===== src/rtl/uart_pkg.sv =====
// Shared UART definitions: receiver FSM state encodings and default frame constants.
package uart_pkg;

  typedef enum logic [2:0] {IDLE, START, DATA, PARITY, STOP} uart_state_t;

  localparam int DEF_OVS    = 16;
  localparam int DEF_DATA_W = 8;

endpackage


===== src/rtl/sync_fifo.sv =====
// Show-ahead synchronous FIFO with registered head, flags and occupancy count.
// A write while full is accepted only when a pop happens in the same cycle.
module sync_fifo #(
  parameter int W     = 8,
  parameter int DEPTH = 8
) (
  input  logic                     CLK,
  input  logic                     reset,
  input  logic                     push,
  input  logic [W-1:0]             wdata,
  input  logic                     pop,
  output logic [W-1:0]             rdata,
  output logic                     empty,
  output logic                     full,
  output logic [$clog2(DEPTH):0]   count
);

  localparam int AW = $clog2(DEPTH);
  localparam int CW = AW + 1;

  logic [W-1:0]  mem_q [DEPTH];
  logic [W-1:0]  mem_d [DEPTH];
  logic [AW-1:0] wr_ptr_q, wr_ptr_d, rd_ptr_q, rd_ptr_d;
  logic [CW-1:0] count_q, count_d;
  logic [W-1:0]  rdata_q, rdata_d;
  logic          empty_q, empty_d, full_q, full_d;
  logic          pop_ok, wr_ok;

  always_comb begin
    pop_ok   = pop && !empty_q;
    wr_ok    = push && (!full_q || pop_ok);
    mem_d    = mem_q;
    wr_ptr_d = wr_ptr_q;
    rd_ptr_d = rd_ptr_q;
    count_d  = count_q;
    if (wr_ok) begin
      mem_d[wr_ptr_q] = wdata;
      wr_ptr_d        = wr_ptr_q + 1'b1;
    end
    if (pop_ok) rd_ptr_d = rd_ptr_q + 1'b1;
    if (wr_ok && !pop_ok) count_d = count_q + 1'b1;
    else if (!wr_ok && pop_ok) count_d = count_q - 1'b1;
    // Head is looked up from next-state memory so rdata stays a plain flop.
    rdata_d = mem_d[rd_ptr_d];
    empty_d = (count_d == '0);
    full_d  = (count_d == CW'(DEPTH));
  end

  always_ff @(posedge CLK or negedge reset) begin
    if (!reset) begin
      for (int i = 0; i < DEPTH; i++) mem_q[i] <= '0;
      wr_ptr_q <= '0;
      rd_ptr_q <= '0;
      count_q  <= '0;
      rdata_q  <= '0;
      empty_q  <= 1'b1;
      full_q   <= 1'b0;
    end else begin
      mem_q    <= mem_d;
      wr_ptr_q <= wr_ptr_d;
      rd_ptr_q <= rd_ptr_d;
      count_q  <= count_d;
      rdata_q  <= rdata_d;
      empty_q  <= empty_d;
      full_q   <= full_d;
    end
  end

  assign rdata = rdata_q;
  assign empty = empty_q;
  assign full  = full_q;
  assign count = count_q;

endmodule


===== src/rtl/uart_rx_fifo.sv =====
// Oversampled UART receiver feeding a show-ahead RX FIFO, with false-start, framing and overrun detection.
// Optional parity check enabled by defining UART_PARITY_EN.
module uart_rx_fifo
  import uart_pkg::*;
#(
  parameter int DATA_W        = DEF_DATA_W,
  parameter int OVS           = DEF_OVS,
  parameter int CLKS_PER_TICK = 4,
  parameter int FIFO_DEPTH    = 8,
  parameter int PARITY_ODD    = 0
) (
  input  logic                          CLK,
  input  logic                          reset,
  input  logic                          rx_enable,
  input  logic                          rx_in,
  input  logic                          uld_rx_data,
  output logic [DATA_W-1:0]             rx_data,
  output logic                          rx_empty,
  output logic                          rx_full,
  output logic [$clog2(FIFO_DEPTH):0]   rx_count,
  output logic                          rx_overrun,
  output logic                          frame_err,
  output logic                          parity_err
);

  localparam int TW = (CLKS_PER_TICK > 1) ? $clog2(CLKS_PER_TICK) : 1;
  localparam int OW = $clog2(OVS);
  localparam int BW = $clog2(DATA_W);

  uart_state_t       state_q, state_d;
  logic              rx_s1_q, rx_s2_q;
  logic [TW-1:0]     tick_cnt_q, tick_cnt_d;
  logic              tick, ovs_end;
  logic [OW-1:0]     ovs_cnt_q, ovs_cnt_d;
  logic [BW-1:0]     bit_cnt_q, bit_cnt_d;
  logic [DATA_W-1:0] shift_q, shift_d;
  logic              par_bad_q, par_bad_d;
  logic              push_q, push_d;
  logic              frame_err_q, frame_err_d;
  logic              overrun_q, overrun_d;
`ifdef UART_PARITY_EN
  logic              parity_err_q, parity_err_d;
`endif

  always_comb begin
    tick       = 1'b0;
    tick_cnt_d = '0;
    if (rx_enable) begin
      if (tick_cnt_q == TW'(CLKS_PER_TICK - 1)) tick = 1'b1;
      else tick_cnt_d = tick_cnt_q + 1'b1;
    end
  end

  always_comb begin
    state_d     = state_q;
    ovs_cnt_d   = ovs_cnt_q;
    bit_cnt_d   = bit_cnt_q;
    shift_d     = shift_q;
    par_bad_d   = par_bad_q;
    push_d      = 1'b0;
    frame_err_d = 1'b0;
`ifdef UART_PARITY_EN
    parity_err_d = 1'b0;
`endif
    ovs_end = tick && (ovs_cnt_q == OW'(OVS - 1));
    if (tick) ovs_cnt_d = ovs_cnt_q + 1'b1;
    case (state_q)
      IDLE: begin
        ovs_cnt_d = '0;
        bit_cnt_d = '0;
        par_bad_d = 1'b0;
        if (!rx_s2_q) state_d = START;
      end
      START: begin
        // Mid-bit recheck rejects glitches shorter than half a bit.
        if (tick && (ovs_cnt_q == OW'(OVS / 2 - 1))) begin
          ovs_cnt_d = '0;
          state_d   = rx_s2_q ? IDLE : DATA;
        end
      end
      DATA: begin
        if (ovs_end) begin
          ovs_cnt_d = '0;
          shift_d   = {rx_s2_q, shift_q[DATA_W-1:1]};
          bit_cnt_d = bit_cnt_q + 1'b1;
          if (bit_cnt_q == BW'(DATA_W - 1)) begin
`ifdef UART_PARITY_EN
            state_d = PARITY;
`else
            state_d = STOP;
`endif
          end
        end
      end
`ifdef UART_PARITY_EN
      PARITY: begin
        if (ovs_end) begin
          ovs_cnt_d = '0;
          state_d   = STOP;
          if (rx_s2_q != ((^shift_q) ^ PARITY_ODD[0])) begin
            par_bad_d    = 1'b1;
            parity_err_d = 1'b1;
          end
        end
      end
`endif
      STOP: begin
        if (ovs_end) begin
          state_d = IDLE;
          if (rx_s2_q) push_d = !par_bad_q;
          else frame_err_d = 1'b1;
        end
      end
      default: state_d = IDLE;
    endcase
    if (!rx_enable) begin
      state_d     = IDLE;
      push_d      = 1'b0;
      frame_err_d = 1'b0;
`ifdef UART_PARITY_EN
      parity_err_d = 1'b0;
`endif
    end
    // Overrun is sticky until the receiver is disabled.
    overrun_d = rx_enable && (overrun_q ||
                (push_q && rx_full && !(uld_rx_data && !rx_empty)));
  end

  always_ff @(posedge CLK or negedge reset) begin
    if (!reset) begin
      state_q     <= IDLE;
      rx_s1_q     <= 1'b1;
      rx_s2_q     <= 1'b1;
      tick_cnt_q  <= '0;
      ovs_cnt_q   <= '0;
      bit_cnt_q   <= '0;
      shift_q     <= '0;
      par_bad_q   <= 1'b0;
      push_q      <= 1'b0;
      frame_err_q <= 1'b0;
      overrun_q   <= 1'b0;
`ifdef UART_PARITY_EN
      parity_err_q <= 1'b0;
`endif
    end else begin
      state_q     <= state_d;
      rx_s1_q     <= rx_in;
      rx_s2_q     <= rx_s1_q;
      tick_cnt_q  <= tick_cnt_d;
      ovs_cnt_q   <= ovs_cnt_d;
      bit_cnt_q   <= bit_cnt_d;
      shift_q     <= shift_d;
      par_bad_q   <= par_bad_d;
      push_q      <= push_d;
      frame_err_q <= frame_err_d;
      overrun_q   <= overrun_d;
`ifdef UART_PARITY_EN
      parity_err_q <= parity_err_d;
`endif
    end
  end

  sync_fifo #(.W(DATA_W), .DEPTH(FIFO_DEPTH)) u_fifo (
    .CLK   (CLK),
    .reset (reset),
    .push  (push_q),
    .wdata (shift_q),
    .pop   (uld_rx_data),
    .rdata (rx_data),
    .empty (rx_empty),
    .full  (rx_full),
    .count (rx_count)
  );

  assign rx_overrun = overrun_q;
  assign frame_err  = frame_err_q;
`ifdef UART_PARITY_EN
  assign parity_err = parity_err_q;
`else
  assign parity_err = 1'b0;
`endif

endmodule


===== config.mk =====
export PLATFORM = sky130hd
export DESIGN_NAME = uart_rx_fifo
export DESIGN_NICKNAME = d
export VERILOG_FILES = /design/src/rtl/uart_pkg.sv /design/src/rtl/sync_fifo.sv /design/src/rtl/uart_rx_fifo.sv
export SDC_FILE = /design/constraint.sdc
export NUM_CORES = 1
export LEC_CHECK = 0
export CAP_MARGIN = 20
export CORE_AREA = 4 4 110 112
export CTS_CLUSTER_DIAMETER = 60
export DETAILED_ROUTE_END_ITERATION = 8
export DIE_AREA = 0 0 114 116
export PLACE_DENSITY = 0.76
export SKIP_LAST_GASP = 1
export SLEW_MARGIN = 10
export SYNTH_ARGS = -nofsm -noshare
export SYNTH_HDL_FRONTEND = slang
export SYNTH_SLANG_ARGS = --single-unit

===== constraint.sdc =====
create_clock -name CLK -period 4.3 [get_ports CLK]
set_input_delay 0.86 -clock CLK [delete_from_list [all_inputs] [get_ports CLK]]
set_output_delay 0.86 -clock CLK [all_outputs]
set_load 0.005 [all_outputs]

==> impl_metrics.csv <==
group,metric,value,unit
global_route,grt_pass1_wl,20200,um
worst_setup_path,reg2reg_to,"u_fifo.rdata[6]",
timing,setup_viol,0,
pwr,power_density,492,nW/um2
timing,worst_pin_slew,0.925,ns
yosys,syn_area,5440,um2
place,post-dp-hpwl,7880,um
place,placed_cell_area,5710,um2
worst_setup_path,worstSetupPathType,"in -> reg",
layout,final_cells,663,
layout,final_nets,528,
cts,cts_resized,0,
cts,cts_hold_buf,0,
layout,finish.utilization,53.7,%
worst_setup_path,critPathLaunchType,"input pin",
timing,layout_min_cycle_time,3.57,ns
yosys,ys_warn_count,0,
pwr,peakVddDrop,0.309,mV
cts,clkSinkCount,109,
yosys,syn-num-nets,521,
timing,drv_slew,0,
yosys,avgSynthCellArea,10.7,um2
floorplanning,die-area,13200,um2
layout,multi_input_area,2430,um2
outcome,status,"completed",
worst_setup_path,crit_chain,"clkdlybuf4s50_1 -> nor2b_1 -> xnor2_2 -> inv_1 -> and3_1 -> a2111oi_0 -> nor3_1 -> nor3_2",
timing,post-route-period-util,83.0,%
cts,clkTransAtPathRegs,0.07,ns
worst_setup_path,required,4.58,ns
global_route,antenna_found_initial,0,
yosys,synth_cells,508,
routing,postRouteAntennaNets,0,
timing,skew,0.00840,ns
routing,drt-initial-drc-count,348,
routing,vias_per_cell,5.85,
cts,cts_buffers,9,
pwr,p_leak,2.85,nW
routing,dr.pass1.iters,5,
cts,clockBufferDepth,2,
cts,cts_tree,"built",
place,place_inst,646,
yosys,ys_async_sr_fraction,100,%
pwr,totalPowerFinal,2.96,mW
layout,fin_area,6030,um2
floorplanning,ios,22,
hold_path,hp-class,"in -> async",
global_route,grt-ovfl-total,0,
floorplanning,die_x,114,um
worst_setup_path,worst_ep_arrival_time,3.84,ns
place,gp_congestion,0.872,
routing,drc,0,
worst_setup_path,worstReg2RegStart,"u_fifo.rd_ptr_q[0]",
layout,fillCellCount,926,
yosys,synth_cell_types,62,
worst_setup_path,r2r_setup_slack,1.17,ns
place,numPortBuffers,20,
timing,fmax,280,MHz
timing,fin_tns_setup,0,ns
floorplanning,initial_utilization,48.5,%
routing,vias,3881,
worst_setup_path,r2r_cells,6,
timing,hold_violations,0,
timing,rsz0062_at_grt,"false",
floorplanning,core,11200,um2
global_route,grt_usage,19.4,%
layout,diodes,0,
worst_setup_path,critPathMaxFanout,24,
run,maxCapViolations,0,
yosys,synth_edf_count,0,
routing,wl,12000,um
layout,area_delta_synth_final,10.8,%
worst_setup_path,max_stage_delay,0.72,ns
layout,drive_above_1_share,16.2,%
cts,postCtsSetupRepairBufs,0,
yosys,yosys_register_bits,109,
cts,root_buffer,"clkbuf_16",
floorplanning,row_count,39,
timing,slew_headroom,38.0,%
routing,wl_per_cell,18.1,um
yosys,yosysSeqAreaShare,50.2,%
cts,htreeDepth,3,
yosys,synthFlopType,"dfrtp_1",
floorplanning,die_y,116,um
layout,seqCellArea,2730,um2
worst_setup_path,crit_path_top_delay_cell,"xnor2_2",
worst_setup_path,cp-end-kind,"register",
cts,clk_latency,0.36,ns
global_route,grt_max_degree,80,
global_route,grt_pass1_vias,3927,
-- state kept, by name (all words and copies together), names as in the netlist, 4 cells and up --
signal	count
ovs_cnt_q	4
shift_q	8
u_fifo.count	4
u_fifo.mem_q	64
u_fifo.rdata	8
-- worst max-delay path: cells and delay by family --
family          cells  cell delay [ns]
simple gates        4             0.84
xor+xnor            1             0.72
buf+inv             2             1.06
compound gates      1             0.37
-- layout make-up --
| cell class | instances | area share, % |
|---|---|---|
| repair buffers | 26 | 4.36 |
| clock inverters | 5 | 0.872 |
| flip-flops and latches | 109 | 45.3 |
| inverters | 37 | 2.30 |
| well taps | 143 | 2.97 |
| multi-input cells | 332 | 40.3 |
| clock buffers | 11 | 3.86 |
-- Yosys cell counts (7+ instances only) --
| master | instances | area [um2] |
|---|---|---|
| mux2_2 | 41 | 462 |
| or2_2 | 7 | 43.8 |
| nor3_1 | 17 | 85.1 |
| dfrtp_1 | 106 | 2650 |
| o21ai_0 | 13 | 65.1 |
| a21oi_1 | 24 | 120 |
| ha_1 | 8 | 100 |
| nand3_1 | 9 | 45.0 |
| inv_1 | 36 | 135 |
| nor2_1 | 23 | 86.3 |
| nand2_1 | 57 | 214 |
| o22ai_1 | 9 | 56.3 |
| a211oi_1 | 9 | 67.6 |
| a22oi_1 | 9 | 67.6 |
| mux2i_1 | 30 | 300 |
| clkbuf_1 | 20 | 75.1 |
-- power by group --
part / internal [mW] / total, mW / switching [mW] / leakage, nW
clock network: 0.449 / 0.817 / 0.368 / 0.139
logic: 0.380 / 0.935 / 0.555 / 1.22
registers: 1.11 / 1.21 / 0.106 / 1.48
total: 1.94 / 2.96 / 1.03 / 2.85
-- how the worst max path moves through the flow --
stage                 from               to  slack [ns]  cells after the start
5_1_grt        uld_rx_data  u_fifo.rdata[6]        0.59                      8
3_5_place_dp   uld_rx_data  u_fifo.rdata[6]        0.43                      8
2_1_floorplan  uld_rx_data  u_fifo.rdata[5]        1.71                      7
6_report       uld_rx_data  u_fifo.rdata[6]        0.73                      8
3_3_place_gp   uld_rx_data  u_fifo.rdata[6]        0.46                      8
4_1_cts        uld_rx_data  u_fifo.rdata[6]        0.78                      8
-- per-layer routing --
| metal | part of all wire, % | vias to the layer above | global-route usage, % |
|---|---|---|---|
| met1 | 44 | 1912 | 25.6 |
| met5 | 0 | - | 0 |
| li1 | - | 1803 | - |
| met2 | 48 | 137 | 30.7 |
| met4 | 2.4 | 0 | 6.89 |
| met3 | 5.6 | 29 | 5.64 |
-- cell usage in the layout (no fill, tap or decap), types with 4 or more instances in the layout --
master and instances:
dfrtp_1 106, nand2_1 57, mux2_2 41, inv_1 36, mux2i_1 30, a21oi_1 24
nor2_1 23, clkdlybuf4s50_1 19, nor3_1 17, o21ai_0 13, nand3_1 9, a211oi_1 9
a22oi_1 9, o22ai_1 9, clkbuf_16 9, ha_1 8, or2_2 7, a22o_1 6
o221ai_1 6, xnor2_1 6, buf_4 6, nor3b_1 4, and3_1 4
-- cells by family after synthesis --
| group | synth area share (%) |
|---|---|
| flops | 50.2 |
| compound gates | 14.4 |
| fa+ha+maj | 1.84 |
| xor+xnor | 2.16 |
| other cells | 0.0689 |
| buf+inv | 5.11 |
| simple gates | 11.9 |
| mux | 14.3 |
-- through the flow --
step	hold WS [ns]	setup slack, ns
2_1_floorplan	0.345	1.71
3_3_place_gp	0.346	0.457
3_5_place_dp	0.354	0.429
4_1_cts	0.364	0.783
5_1_grt	0.355	0.593
6_report	0.360	0.733
No activity file was read; power rests on OpenSTA's default activity.
==> edit 1 (same settings) <==
Re-encode `uart_state_t` (5 states) as one-hot, 5 bits wide.
--- a/src/rtl/uart_pkg.sv
+++ b/src/rtl/uart_pkg.sv
@@ -1,7 +1,7 @@
 // Shared UART definitions: receiver FSM state encodings and default frame constants.
 package uart_pkg;
 
-  typedef enum logic [2:0] {IDLE, START, DATA, PARITY, STOP} uart_state_t;
+  typedef enum logic [4:0] {IDLE = 5'b00001, START = 5'b00010, DATA = 5'b00100, PARITY = 5'b01000, STOP = 5'b10000} uart_state_t;
 
   localparam int DEF_OVS    = 16;
   localparam int DEF_DATA_W = 8;
Formal check against the unedited RTL: same outputs for any inputs over 10 cycles, from zero or initial values and one cycle with reset low; not proved beyond that.
==> edit 1 against the original RTL <==
- sequential cell count up 1
- highest routed layer unchanged
- largest power group unchanged
- routed wire length decreased by 3.6%
- register-to-register slack improved by 140 ps
- combinational power rose by 12%
- global-route usage decreased by 0.41 points
- critical path depth is the same
- area after synthesis increased by 2.1%
- critical path type unchanged
- cell count shrank 0.90%
- total power rose by 7.2%
- clock skew up 0.95 ps
- worst setup slack improved by 130 ps
- final area increased by 2.2%
==> edit 1: results (changes against the original RTL) <==
maximum buffer depth of the clock tree 2 (unchanged); number of post-CTS setup repair buffers 0 (unchanged); status complete, no violations; via-per-instance ratio 5.852 (about the same); maximum number of pins on one net before global-route repair 77 (-3.8%); number of antenna violations at the first check in global routing 0 (unchanged); layout cell share with drive strength beyond 1 18.29% (+2.1 points); path category of the worst min-delay check reg2reg; worst slew slack as a fraction of its limit 33.56% (-4.4 points); number of global-route vias before repair 3926 (-0.025%); number of warnings issued by yosys 0 (unchanged); CP Data Arrival Time 3630 ps (-210 ps); Biggest register u_fifo.mem_q; main area contributors after synthesis sky130_fd_sc_hd__dfrtp_1, sky130_fd_sc_hd__mux2_2, sky130_fd_sc_hd__a211oi_1; top layer reached by signal wires met4; Clk pin slew, worst setup/hold paths 70 ps (about the same); port bufs 20 (unchanged); unique cell type count in the Yosys netlist 53 (-15%); Placed Area 5824 um^2 (+1.9%); routed metal-1 wirelength 5.249 mm (-0.40%); number of antenna cells inserted 0 (unchanged); first-pass GRT wire length 20.07 mm (-0.65%); detailed router's first-iteration violation count 347 (-0.29%); met2 layer wire length in the routed design 5.721 mm (-0.50%); Layout fillers 935 (+0.97%); end of the critical path u_fifo.rdata[0]; final count of negative-setup-slack endpoints 0 (unchanged); GRT Util Overall 18.98% (-0.41 points); static leakage 2.873 nW (+0.91%); wire length reported by the detailed router 11.56 mm (-3.6%); number of cells on the worst reg-to-reg path 6 (unchanged); startpoint of the most critical register-to-register path push_q; sequential fraction of the synthesis area 49.67% (-0.55 points); standard cell with the maximum stage delay on the critical path sky130_fd_sc_hd__a2111oi_4; max FFs per register 64 (unchanged); top cells by count, synth sky130_fd_sc_hd__dfrtp_1, sky130_fd_sc_hd__mux2_2, sky130_fd_sc_hd__nor2_1; Root Driver sky130_fd_sc_hd__clkbuf_16; asr flop ratio synth 100.0% (unchanged); antenna-violating nets left 0 (unchanged); H-tree Lvls 3 (unchanged); delay of the slowest cell on the worst path 800 ps (+80 ps); 1st-pass router iterations 4 (-1); final HPWL from detailed placement 8.122 mm (+3.1%); peak supply drop 0.2817 mV (-8.7%); number of buffers added by the clock tree synthesis step 9 (unchanged); length of routed met3 wiring 379 um (-44%); routability cong. 0.8136 (-6.7%); Synth Flop Type sky130_fd_sc_hd__dfrtp_1; crit path launch uld_rx_data; net count of the mapped netlist 522 (+0.19%); worst clock skew 9.350 ps (+0.9486 ps); register-to-register path setup slack 1310 ps (+140 ps); cells resized by post-CTS repair 0 (unchanged); maximum fanout along the worst path 15 (-38%)
==> edit 1: cell types whose count changed after synthesis, sizes merged, moves of 10 or more <==
cell    unedited run  this run
a211oi            11        28
inv               36        26
nor3              18        30
mux2              42        61
mux2i             30        17
nand2             57        23
==> edit 1: logic make-up after synthesis <==
group | share of synthesized area (%)
flip-flops | 49.67
XOR/XNOR | 2.141
buffers and inverters | 4.710
adder cells (fa/ha/maj) | 2.028
AO/OA/AOI/OAI | 13.79
AND/OR/NAND/NOR | 11.74
other | 0.06755
multiplexers | 15.84
==> edit 1: worst min path at each step <==
stage	from	endpoint	slack, ps	cells past startpoint
after global placement	rx_s1_q	rx_s2_q	350	0
after floorplan	rx_s1_q	rx_s2_q	350	0
after detailed placement	rx_s1_q	rx_s2_q	360	0
after CTS	rx_s1_q	rx_s2_q	370	0
after global routing	rx_s1_q	rx_s2_q	370	0
final	rx_s1_q	rx_s2_q	370	0
==> edit 1: per-layer routing <==
metal / up-vias / global-route usage [%]
li1: 1829 / -
met1: 1933 / 26.03
met2: 68 / 30.84
met3: 15 / 2.872
met4: 0 / 6.888
met5: - / 0
==> edit 1: final cells by class <==
type / instances / area share, %
inverter: 26 / 1.585
multi-input combinational: 335 / 41.24
tap: 143 / 2.905
clock buffer: 10 / 3.881
clock inverter: 6 / 1.544
sequential: 110 / 44.78
timing repair buffer: 27 / 4.063
==> edit 1: stage by stage <==
step | setup WS (ps) | cells | util, %
after floorplan | 1666 | 508 | -
after global placement | 644.4 | 641 | 51.90
after detailed placement | 569.4 | 641 | 51.90
after CTS | 939.3 | 657 | 54.87
after global routing | 700.6 | 657 | 54.87
final | 862.4 | 657 | 54.87
==> edit 1: worst max-delay path: cells and delay by family <==
family	cells	cell delay, ps
AO/OA/AOI/OAI	3	1520
AND/OR/NAND/NOR	2	220
multiplexers	1	320
buffers and inverters	2	700
==> edit 1: power by group <==
| group | switching (W) | internal (W) |
|---|---|---|
| Combinational | 0.000629 | 0.000421 |
| Clock | 0.000368 | 0.000530 |
| Sequential | 0.000104 | 0.00112 |
| Total | 0.00110 | 0.00208 |
==> edit 2 (same flow settings) <==
Without the edit above. The option `UART_PARITY_EN` is turned on by a define.
--- a/src/rtl/uart_rx_fifo.sv
+++ b/src/rtl/uart_rx_fifo.sv
@@ -1,5 +1,7 @@
 // Oversampled UART receiver feeding a show-ahead RX FIFO, with false-start, framing and overrun detection.
 // Optional parity check enabled by defining UART_PARITY_EN.
+`define UART_PARITY_EN
+
 module uart_rx_fifo
   import uart_pkg::*;
 #(
Check against the original RTL: no difference found for any inputs over 10 cycles, from zero or initial values and one cycle with reset low; that may be too few to reach the edited logic, so the function may still have changed.
==> edit 2 against the original RTL <==
- register-to-register slack better by 380 ps
- fmax is 7.6% higher
- via count is 11% lower
- core utilization is 2.3 points lower
- area after synthesis is 4.5% lower
- non-clock buffer count is 2 higher
- sequential cell count is 2 higher
- total power is 5.4% lower
- worst setup slack better by 250 ps
- final area is 4.4% lower
- routed wire length is 6.6% lower
- count of clock-buffer cells in the layout is 1 lower
- critical path type unchanged
- largest power group unchanged
==> edit 2: results (changes against the original RTL) <==
sequential fraction of the synthesis area 53.55% (+3.3 points); detailed router's first-iteration violation count 307 (-12%); GRT Util Overall 18.04% (-1.4 points); layout cell share with drive strength beyond 1 23.50% (+7.3 points); first-pass GRT wire length 18.73 mm (-7.3%); number of buffers added by the clock tree synthesis step 9 (unchanged); peak supply drop 0.3010 mV (-2.5%); asr flop ratio synth 100.0% (unchanged); cells resized by post-CTS repair 0 (unchanged); number of global-route vias before repair 3665 (-6.7%); Biggest register u_fifo.mem_q; routability cong. 0.8076 (-7.4%); final HPWL from detailed placement 7.597 mm (-3.6%); maximum fanout along the worst path 10 (-58%); final count of negative-setup-slack endpoints 0 (unchanged); number of warnings issued by yosys 0 (unchanged); maximum number of pins on one net before global-route repair 54 (-33%); register-to-register path setup slack 1550 ps (+380 ps); worst clock skew 6.239 ps (-2.162 ps); Root Driver sky130_fd_sc_hd__clkbuf_16; port bufs 21 (+5.0%); 1st-pass router iterations 5 (unchanged); path category of the worst min-delay check reg2reg; worst hold-check slack 357.4 ps (-2.813 ps); number of post-CTS setup repair buffers 0 (unchanged); net count of the mapped netlist 434 (-17%); total via count after detailed routing 3435 (-11%); internal power contribution 0.001848 W (-4.6%); Post-layout nets 444 (-16%); maximum buffer depth of the clock tree 2 (unchanged); pre-CTS setup slack 595.1 ps (+166.2 ps); H-tree Lvls 3 (unchanged); number of antenna cells inserted 0 (unchanged); static leakage 2.545 nW (-11%); CP Data Arrival Time 3520 ps (-320 ps); Clk pin slew, worst setup/hold paths 70 ps (about the same); status complete, no violations; crit path time final 3316 ps (-251.5 ps); average routed wire per standard cell 19.40 um (+7.3%); number of antenna violations at the first check in global routing 0 (unchanged); top cells by count, synth sky130_fd_sc_hd__dfrtp_1, sky130_fd_sc_hd__mux2_2, sky130_fd_sc_hd__o211ai_1; clock latency on the worst-skew pair between 300 and 400 ps; Placed Area 5504 um^2 (-3.7%); transition time at the pin with the least slew margin 1016 ps (+90.54 ps); max FFs per register 64 (unchanged); unique cell type count in the Yosys netlist 58 (-6.5%); main area contributors after synthesis sky130_fd_sc_hd__dfrtp_1, sky130_fd_sc_hd__mux2_2, sky130_fd_sc_hd__o211ai_1
==> edit 2: cell type report <==
cell class,instances,area [um^2]
clock buffer,10,229.0
clock inverter,4,31.28
fill,976,5459
inverter,19,71.32
multi-input combinational,262,2212
sequential,111,2781
tap,143,178.9
timing repair buffer,28,260.3
==> edit 2: cells by family (layout without fill, tap and decap cells) <==
| group | after synthesis | in the layout | share of synthesized area [%] |
|---|---|---|---|
| buffers and inverters | 48 | 61 | 3.854 |
| flip-flops | 111 | 111 | 53.55 |
| multiplexers | 67 | 67 | 14.55 |
| XOR/XNOR | 19 | 19 | 3.349 |
| AO/OA/AOI/OAI | 103 | 103 | 16.12 |
| adder cells (fa/ha/maj) | 8 | 8 | 1.927 |
| AND/OR/NAND/NOR | 65 | 65 | 6.649 |
==> edit 2: routing by layer <==
metal / vias up / part of all wire (%) / global-route usage [%]
met4: 0 / 2.2 / 6.651
met1: 1758 / 45 / 24.77
met5: - / 0 / 0
met2: 86 / 48 / 28.26
li1: 1567 / - / -
met3: 24 / 4.7 / 4.073
==> edit 2: stage by stage <==
| step | util, % | instances |
|---|---|---|
| after floorplan | - | 421 |
| after global placement | 49.04 | 563 |
| after detailed placement | 49.04 | 563 |
| after CTS | 51.36 | 577 |
| after global routing | 51.36 | 577 |
| final | 51.36 | 577 |
==> edit 2: worst paths after layout <==
check | endpoint | depth (start not counted) | from
min in group asynchronous | frame_err | 1 | reset
max in group asynchronous | u_fifo.mem_q[63] | 2 | reset
worst max-delay path | u_fifo.rdata[5] | 7 | uld_rx_data
worst min-delay path | rx_s2_q | 0 | rx_s1_q
worst max register to register | u_fifo.rdata[5] | 6 | u_fifo.empty
worst min register to register | rx_s2_q | 0 | rx_s1_q
==> edit 2: power groups by stage <==
stage | sequential, W | clock, W | combinational, W
final | 0.00122 | 0.000761 | 0.000821
after global routing | 0.00123 | 0.000823 | 0.000906
after CTS | 0.00122 | 0.000782 | 0.000824
after detailed placement | 0.00124 | 0 | 0.000819
after global placement | 0.00124 | 0 | 0.000793
after floorplan | 0.00120 | 0 | 0.000526
==> edit 2: worst max-delay path: stages <==
cell                              delay, ps
sky130_fd_sc_hd__clkdlybuf4s50_1        500
sky130_fd_sc_hd__nand2b_1               340
sky130_fd_sc_hd__buf_4                  320
sky130_fd_sc_hd__a211oi_2               680
sky130_fd_sc_hd__mux2_2                 420
sky130_fd_sc_hd__o211ai_1               230
sky130_fd_sc_hd__a22oi_1                170
